$ cat src/rtl/etai_eval_pkg.sv
// Shared types and widths for the ETAI error evaluator.
//   state_t    : evaluator FSM states
//   ed_width() : error-distance width for an N-bit adder with a K-bit precise part
//   DEF_*      : default parameter values
package etai_eval_pkg;

    localparam int unsigned DEF_N     = 16;
    localparam int unsigned DEF_K     = 12;
    localparam int unsigned DEF_CNT_W = 32;
    localparam int unsigned DEF_ACC_W = 48;

    typedef enum logic [1:0] {
        IDLE  = 2'd0,
        RUN   = 2'd1,
        DRAIN = 2'd2,
        DONE  = 2'd3
    } state_t;

    // The ETAI error is bounded by the approximate part plus one bit.
    function automatic int unsigned ed_width(input int unsigned n, input int unsigned k);
        return n - k + 1;
    endfunction

endpackage

$ cat src/rtl/etai_approx_model.sv
// Combinational ETAI approximate adder producing an N+1 bit sum.
//   x, y : N-bit operands
//   sum  : {carry, precise upper K bits, approximate lower N-K bits}
// Upper part is an exact add with carry-in 0. Lower part is scanned MSB to LSB:
// from the first position where both operands are 1, that bit and every bit
// below it are forced to 1; bits above it are x^y.
module etai_approx_model #(
    parameter int unsigned N = 16,
    parameter int unsigned K = 12
) (
    input  logic [N-1:0] x,
    input  logic [N-1:0] y,
    output logic [N:0]   sum
);

    localparam int unsigned L = N - K;

    logic [K:0]   hi_sum;
    logic [L-1:0] lo_sum;
    logic         stop;

    assign hi_sum = (K+1)'(x[N-1:L]) + (K+1)'(y[N-1:L]);

    // Lower-part scan from the top approximate bit down to bit 0.
    always_comb begin
        stop   = 1'b0;
        lo_sum = '0;
        for (int i = int'(L) - 1; i >= 0; i--) begin
            if (x[i] && y[i]) begin
                stop = 1'b1;
            end
            lo_sum[i] = stop ? 1'b1 : (x[i] ^ y[i]);
        end
    end

    assign sum = {hi_sum, lo_sum};

endmodule

$ cat src/rtl/etai_error_evaluator.sv
// Streaming ETAI accuracy evaluator. Accepts operand pairs over valid/ready,
// compares the ETAI sum against the exact sum and accumulates error metrics
// over a programmed number of samples. Two-stage pipeline from accept to
// accumulator update.
//   clk, rst       : clock, synchronous active-high reset
//   start          : begins a run (only from IDLE or DONE); latches num_samples
//   in_valid/ready : operand handshake; x, y operands
//   busy, done     : run in progress / run complete (held until next start)
//   sample_count   : samples retired into the accumulators
//   err_count      : samples whose approximate sum differs from the exact sum
//   sum_abs_err    : saturating sum of |ED|
//   max_err        : largest |ED| seen
//   sum_sq_err     : saturating sum of ED*ED (only when ETAI_SQERR_EN is defined)
module etai_error_evaluator
    import etai_eval_pkg::*;
#(
    parameter int unsigned N     = DEF_N,
    parameter int unsigned K     = DEF_K,
    parameter int unsigned CNT_W = DEF_CNT_W,
    parameter int unsigned ACC_W = DEF_ACC_W
) (
    input  logic                        clk,
    input  logic                        rst,
    input  logic                        start,
    input  logic [CNT_W-1:0]            num_samples,
    input  logic                        in_valid,
    output logic                        in_ready,
    input  logic [N-1:0]                x,
    input  logic [N-1:0]                y,
    output logic                        busy,
    output logic                        done,
    output logic [CNT_W-1:0]            sample_count,
    output logic [CNT_W-1:0]            err_count,
    output logic [ACC_W-1:0]            sum_abs_err,
`ifdef ETAI_SQERR_EN
    output logic [2*ed_width(N,K)+CNT_W-1:0] sum_sq_err,
`endif
    output logic [ed_width(N,K)-1:0]    max_err
);

    localparam int unsigned EDW = ed_width(N, K);
`ifdef ETAI_SQERR_EN
    localparam int unsigned SQW = 2*EDW + CNT_W;
`endif

    state_t           state;
    logic [CNT_W-1:0] num_q;
    logic [CNT_W-1:0] accepted;
    logic [CNT_W-1:0] accepted_next;
    logic             fire;

    logic [N:0]       approx_c;
    logic [N:0]       exact_c;
    logic [EDW-1:0]   ed_c;

    logic             s1_valid;
    logic [N:0]       s1_approx;
    logic [N:0]       s1_exact;
    logic             s2_valid;
    logic [EDW-1:0]   s2_ed;
    logic             s2_err;
    logic [ACC_W:0]   sum_ext;
`ifdef ETAI_SQERR_EN
    logic [2*EDW-1:0] s2_sq;
    logic [SQW:0]     sq_ext;
`endif

    assign fire          = in_valid && in_ready;
    assign accepted_next = accepted + CNT_W'(fire);

    etai_approx_model #(.N(N), .K(K)) u_approx (
        .x   (x),
        .y   (y),
        .sum (approx_c)
    );

    assign exact_c = (N+1)'(x) + (N+1)'(y);

    // ED fits in EDW bits by the ETAI error bound.
    assign ed_c = EDW'((s1_approx >= s1_exact) ? (s1_approx - s1_exact)
                                               : (s1_exact - s1_approx));

    // One extra bit on each accumulator exposes the overflow for saturation.
    assign sum_ext = {1'b0, sum_abs_err} + (ACC_W+1)'(s2_ed);
`ifdef ETAI_SQERR_EN
    assign sq_ext  = {1'b0, sum_sq_err} + (SQW+1)'(s2_sq);
`endif

    always_ff @(posedge clk) begin
        if (rst) begin
            state        <= IDLE;
            num_q        <= '0;
            accepted     <= '0;
            in_ready     <= 1'b0;
            busy         <= 1'b0;
            done         <= 1'b0;
            s1_valid     <= 1'b0;
            s1_approx    <= '0;
            s1_exact     <= '0;
            s2_valid     <= 1'b0;
            s2_ed        <= '0;
            s2_err       <= 1'b0;
            sample_count <= '0;
            err_count    <= '0;
            sum_abs_err  <= '0;
            max_err      <= '0;
`ifdef ETAI_SQERR_EN
            s2_sq        <= '0;
            sum_sq_err   <= '0;
`endif
        end else begin
            // S1: register both sums on transfer.
            s1_valid <= fire;
            if (fire) begin
                s1_approx <= approx_c;
                s1_exact  <= exact_c;
            end

            // S2: error distance and error flag.
            s2_valid <= s1_valid;
            s2_ed    <= ed_c;
            s2_err   <= (s1_approx != s1_exact);
`ifdef ETAI_SQERR_EN
            s2_sq    <= (2*EDW)'(ed_c) * (2*EDW)'(ed_c);
`endif

            // Accumulate on S2 valid; counters saturate.
            if (s2_valid) begin
                sample_count <= sample_count + CNT_W'(1);
                if (s2_err && (err_count != '1)) begin
                    err_count <= err_count + CNT_W'(1);
                end
                sum_abs_err <= sum_ext[ACC_W] ? '1 : sum_ext[ACC_W-1:0];
                if (s2_ed > max_err) begin
                    max_err <= s2_ed;
                end
`ifdef ETAI_SQERR_EN
                sum_sq_err <= sq_ext[SQW] ? '1 : sq_ext[SQW-1:0];
`endif
            end

            // Run control; start only reaches here with an empty pipeline.
            case (state)
                IDLE, DONE: begin
                    if (start) begin
                        state        <= RUN;
                        num_q        <= num_samples;
                        accepted     <= '0;
                        in_ready     <= (num_samples != '0);
                        busy         <= 1'b1;
                        done         <= 1'b0;
                        sample_count <= '0;
                        err_count    <= '0;
                        sum_abs_err  <= '0;
                        max_err      <= '0;
`ifdef ETAI_SQERR_EN
                        sum_sq_err   <= '0;
`endif
                    end
                end
                RUN: begin
                    accepted <= accepted_next;
                    if (accepted_next >= num_q) begin
                        state    <= DRAIN;
                        in_ready <= 1'b0;
                    end
                end
                DRAIN: begin
                    if (sample_count == num_q) begin
                        state <= DONE;
                        busy  <= 1'b0;
                        done  <= 1'b1;
                    end
                end
                default: begin
                    state    <= IDLE;
                    in_ready <= 1'b0;
                    busy     <= 1'b0;
                    done     <= 1'b0;
                end
            endcase
        end
    end

endmodule

$ cat config.mk
export PLATFORM = sky130hd
export DESIGN_NAME = etai_error_evaluator
export DESIGN_NICKNAME = d
export VERILOG_FILES = /design/src/rtl/etai_eval_pkg.sv /design/src/rtl/etai_approx_model.sv /design/src/rtl/etai_error_evaluator.sv
export SDC_FILE = /design/constraint.sdc
export NUM_CORES = 1
export LEC_CHECK = 0
export CORE_ASPECT_RATIO = 1.4
export CORE_UTILIZATION = 33
export DETAILED_ROUTE_END_ITERATION = 8
export PLACE_DENSITY = 0.59
export RECOVER_POWER = 100
export SYNTH_ARGS = -nofsm -noshare
export SYNTH_HDL_FRONTEND = slang
export SYNTH_SLANG_ARGS = --single-unit
$ cat constraint.sdc
create_clock -name clk -period 6.55 [get_ports clk]
set_input_delay 0.9825 -clock clk [delete_from_list [all_inputs] [get_ports clk]]
set_output_delay 0.9825 -clock clk [all_outputs]
set_load 0.01 [all_outputs]
==> results.md <==
- The number of buffers created by CTS is 25.
- The portion of the clock cycle consumed by the worst path in the final layout is approximately four fifths.
- The xor/xnor share of the synthesized area is around 12%.
- The standard-cell row count is 85.
- The routed wirelength normalized by instance count is between 15 and 20 µm.
- The number of slew-limit violations in the final report is between 150 and 200.
- The critical path required time is around 6900 ps.
- The number of sinks on the clock net is 228.
- The checks that failed: max-capacitance violations, max-slew violations.
- Max-cap violations in this run came to 3.
- In the global route stage, overall resource usage came out at between 10% and 20%.
- The pre-antenna-repair detailed-routing pass consisted of 5 iterations.
- Wires add up to about 35,000 µm.
- By area the synthesized netlist is led by dfxtp_1 (35%), ha_1 (8.4%), xor2_1 (7.9%), a21oi_1 (6.4%), nand2_1 (5.5%).
- The final global-route overflow total is 0.
- For this configuration, the core starts out at a cell density of about a third.
- The pin count of the biggest net entering global routing is approximately 80.
- The number of instances in the placed design is roughly 2,300.
- The minimum period implied by the final worst setup slack is between 5000 and 6000 ps.
- The congestion estimate from routability-driven global placement came to between 0.8 and 0.9.
- The layout overhead on the synthesized area is 24.2%.
- The clock tree from TritonCTS is built.
- 188 I/O pins were placed.
- The synthesized netlist occupies a cell area of 0.0129 mm².
- For this run, the top clock speed supported by timing is between 0.15 and 0.2 GHz.
- The count of flip-flops with a built-in enable after synthesis is 0.
- Measured on the finished design, the core utilization comes to a little over two fifths.
- The tree is rooted in a clkbuf_16.
- After technology mapping, the gate count stands at 1,613.
- For this run, the register share of the synthesized area comes to a little over a third.
- In the routed design, unresolved DRC markers number 0.
- The leakage power total is ~6.6 nW.
- The die is approximately 240 µm tall.
- STA classifies the critical path startpoint as an input pin.
- The floorplan die width is between 150 and 200 µm.
- 0 antenna diodes ended up in the layout.
- The latest clock arrival within the worst-skew pair is about 530 ps.
- The kind of end point of the critical path is a flip-flop.
- The final route contains ~12,000 vias.
- The via count of the first global-routing pass was about 11,000.
- The post-synthesis net count is about 1,800.
- The hold-fix buffer count after cts is 0.
- After filler insertion, the fill cell instance count of the layout stands at roughly 3,900.
- Dividing the detail-routed via count by the number of cells gives between 5 and 6.
- The classification of the worst-slack hold path is reg2reg.
- Clock-pin slew was measured on the worst setup and hold paths at roughly 60 ps.
- Summed over all nets, the half-perimeter wirelength after detailed placement is 26,500 µm.
- The final standard cell count with taps included and fillers excluded is around 2,300.
- In the final design database the tool counted around 1,900 nets.
- Setup violations remaining at the end of the flow were counted as 0.
- The number of different library cells used by synthesis comes to 63.
- Counting flops and latches in the post-synthesis netlist gives between 200 and 250.
- Setup repair after global routing left no endpoint under its margin.
- The predominant post-synthesis flop cell is dfxtp_1.
- The ratio of cells with drive above 1 in the final layout is about 3.4%.
- The number of antenna violations at the first check in global routing is 2.
- The area share of the leading cell type in the synthesized netlist is about a third.
- The quantity of I/O buffers inserted on ports is 187.
- The actual slew at the worst max-slew pin is between 3000 and 4000 ps.
- The endpoint arrival time on the critical path is around 5600 ps.
- The area fraction in and, or, nand and nor cells after synthesis is a little under a quarter.
- The synthesized area per cell is ~8.0 µm².
- The normalized max-slew margin is -129%.
- The die area is around 0.04 mm².
- The number of hold violations in the final report was 0.
- In this run the number of H-tree levels came out at 1.
- The critical path class is in2reg.
- Of all nets on the critical path, the largest fanout is between 60 and 70.
- The share of cell area taken by muxes after synthesis is about 1.0%.
- The fraction of the mapped netlist area in compound gates is between 10% and 20%.
- Setup total negative slack on the finished layout was measured at 0 ps.
- For this design the ratio of total power to cell area is around 260 mW/mm².
- The run finished, with violations left.
- The number of nets still failing antenna checks after routing is 0.
- The quantity of gates resized following cts is 0.
- The maximum buffer depth of the clock tree is 3.
- The number of buffers inserted by post-CTS setup repair is 0.
- The first-pass GRT wire length is roughly 57,000 µm.
- The share of synthesized cell area in full adder, half adder and majority cells is under 10%.
- The worst vdd rail ir drop is 0.156 mV.
- The core region is 0.0385 mm².
- After synthesis, the largest family of logic cells by area is simple AND/OR/NAND/NOR gates.
- The Yosys step of the flow raised 0 warnings.
- The most area-hungry cell type in the Yosys netlist is dfxtp_1.
- Between clock sinks in the finished design, the worst skew comes to approximately 10 ps.
- The fraction of registers with async set or reset after synthesis is 0%.
- The number of design-rule violations left by the first detailed-router iteration is about 650.
==> cell usage in the layout, fill, tap and decap left out, types with 11 or more instances in the layout <==
cell type / netlist / final
dfxtp_1: 228 / 228
nand2_1: 191 / 191
a21oi_1: 165 / 165
nor2_1: 154 / 154
dlygate4sd3_1: 0 / 125
xor2_1: 117 / 117
inv_1: 94 / 94
ha_1: 87 / 87
nand3_1: 62 / 62
o21ai_0: 63 / 62
clkdlybuf4s50_1: 0 / 61
xnor2_1: 53 / 53
nand4_1: 44 / 45
and3_1: 37 / 37
nor3_1: 36 / 36
clkbuf_16: 0 / 25
nor4_1: 20 / 20
or3_1: 19 / 19
a21o_1: 19 / 19
and2_1: 16 / 16
mux2i_1: 12 / 12
a211oi_1: 11 / 11
a22oi_1: 11 / 11
==> cells in the mapped netlist (all sizes together), types with 2 or more instances <==
cell,n
nand3,63
buf,15
clkbuf,54
o31ai,5
or3,19
inv,94
o21ai,64
dfxtp,228
a221oi,4
o21a,7
a22o,2
o21bai,4
nor3,38
o211a,3
a211oi,11
nor4,21
nor3b,2
a311oi,6
mux2i,12
nand4,46
a31oi,9
o311a,2
or4b,2
nor2b,10
and4,10
a41o,2
and3,37
or2,5
a21o,19
o211ai,3
a22oi,11
xnor2,53
o41ai,2
ha,87
xor2,117
a211o,2
nor2,154
fa,5
o221a,2
nand2,191
a21oi,165
and2,17
==> where the power goes <==
group | switching (mW) | internal (mW) | leakage [nW]
sequential | 0.0801 | 1.48 | 1.84
clock | 0.582 | 0.896 | 0.415
combinational | 0.734 | 0.414 | 4.39
==> through the flow <==
step	setup WS, ps	cell area [µm²]	power (mW)	hold slack, ps
CTS	1410	16100	4.27	439
global placement	959	15300	2.74	434
floorplan	1410	12900	2.39	414
global route	715	16100	4.45	464
finish	1300	16100	4.19	436
detailed placement	840	15300	2.76	424
==> layer usage <==
layer  global-route usage [%]  routed length, µm  part of all wire (%)
met1                     21.0              15300                    43
met2                     30.9              17200                    49
met3                     2.11               1490                   4.2
met4                     6.77               1180                   3.4
met5                        0                 25                 0.071
==> final cells by class <==
type | count | area (µm²) | share of cell area [%]
repair buffers | 196 | 1920 | 11.9
well taps | 522 | 653 | 4.07
flip-flops and latches | 228 | 4560 | 28.4
clock inverters | 7 | 115 | 0.717
multi-input cells | 1222 | 7710 | 48.0
clock buffers | 37 | 741 | 4.61
inverters | 94 | 353 | 2.20
==> cell families after synthesis <==
logic type / after synthesis
multiplexers: 13
AO/OA/AOI/OAI: 329
AND/OR/NAND/NOR: 618
flip-flops: 228
buffers and inverters: 163
XOR/XNOR: 170
adder cells (fa/ha/maj): 92
==> state kept, by name, indices dropped and copies added, names as in the netlist <==
name / count
busy: 1
sum_abs_err: 48
err_count: 32
s1_valid: 1
in_ready: 1
s2_ed: 5
s1_exact: 17
s1_approx: 17
num_q: 32
max_err: 5
state: 2
s2_err: 1
accepted: 32
done: 1
sample_count: 32
s2_valid: 1
==> critical path, stage by stage <==
cell and delay (ps):
clkbuf_1 1230, inv_1 680, nand2_1 1400, clkbuf_2 1120, nor2_1 120
==> path summary, 6_finish.rpt <==
| kind | start | to | slack [ps] | cells past startpoint |
|---|---|---|---|---|
| worst max-delay path | rst | sample_count[25]$_SDFF_PP0_ | 1300 | 5 |
| worst min-delay path | s1_valid$_SDFF_PP0_ | s2_valid$_SDFF_PP0_ | 440 | 1 |
| worst max register to register | in_ready$_SDFFE_PP0P_ | state[0]$_SDFFE_PP0P_ | 1890 | 17 |
| worst min register to register | s1_valid$_SDFF_PP0_ | s2_valid$_SDFF_PP0_ | 440 | 1 |
(Power assumes the default switching activity.)
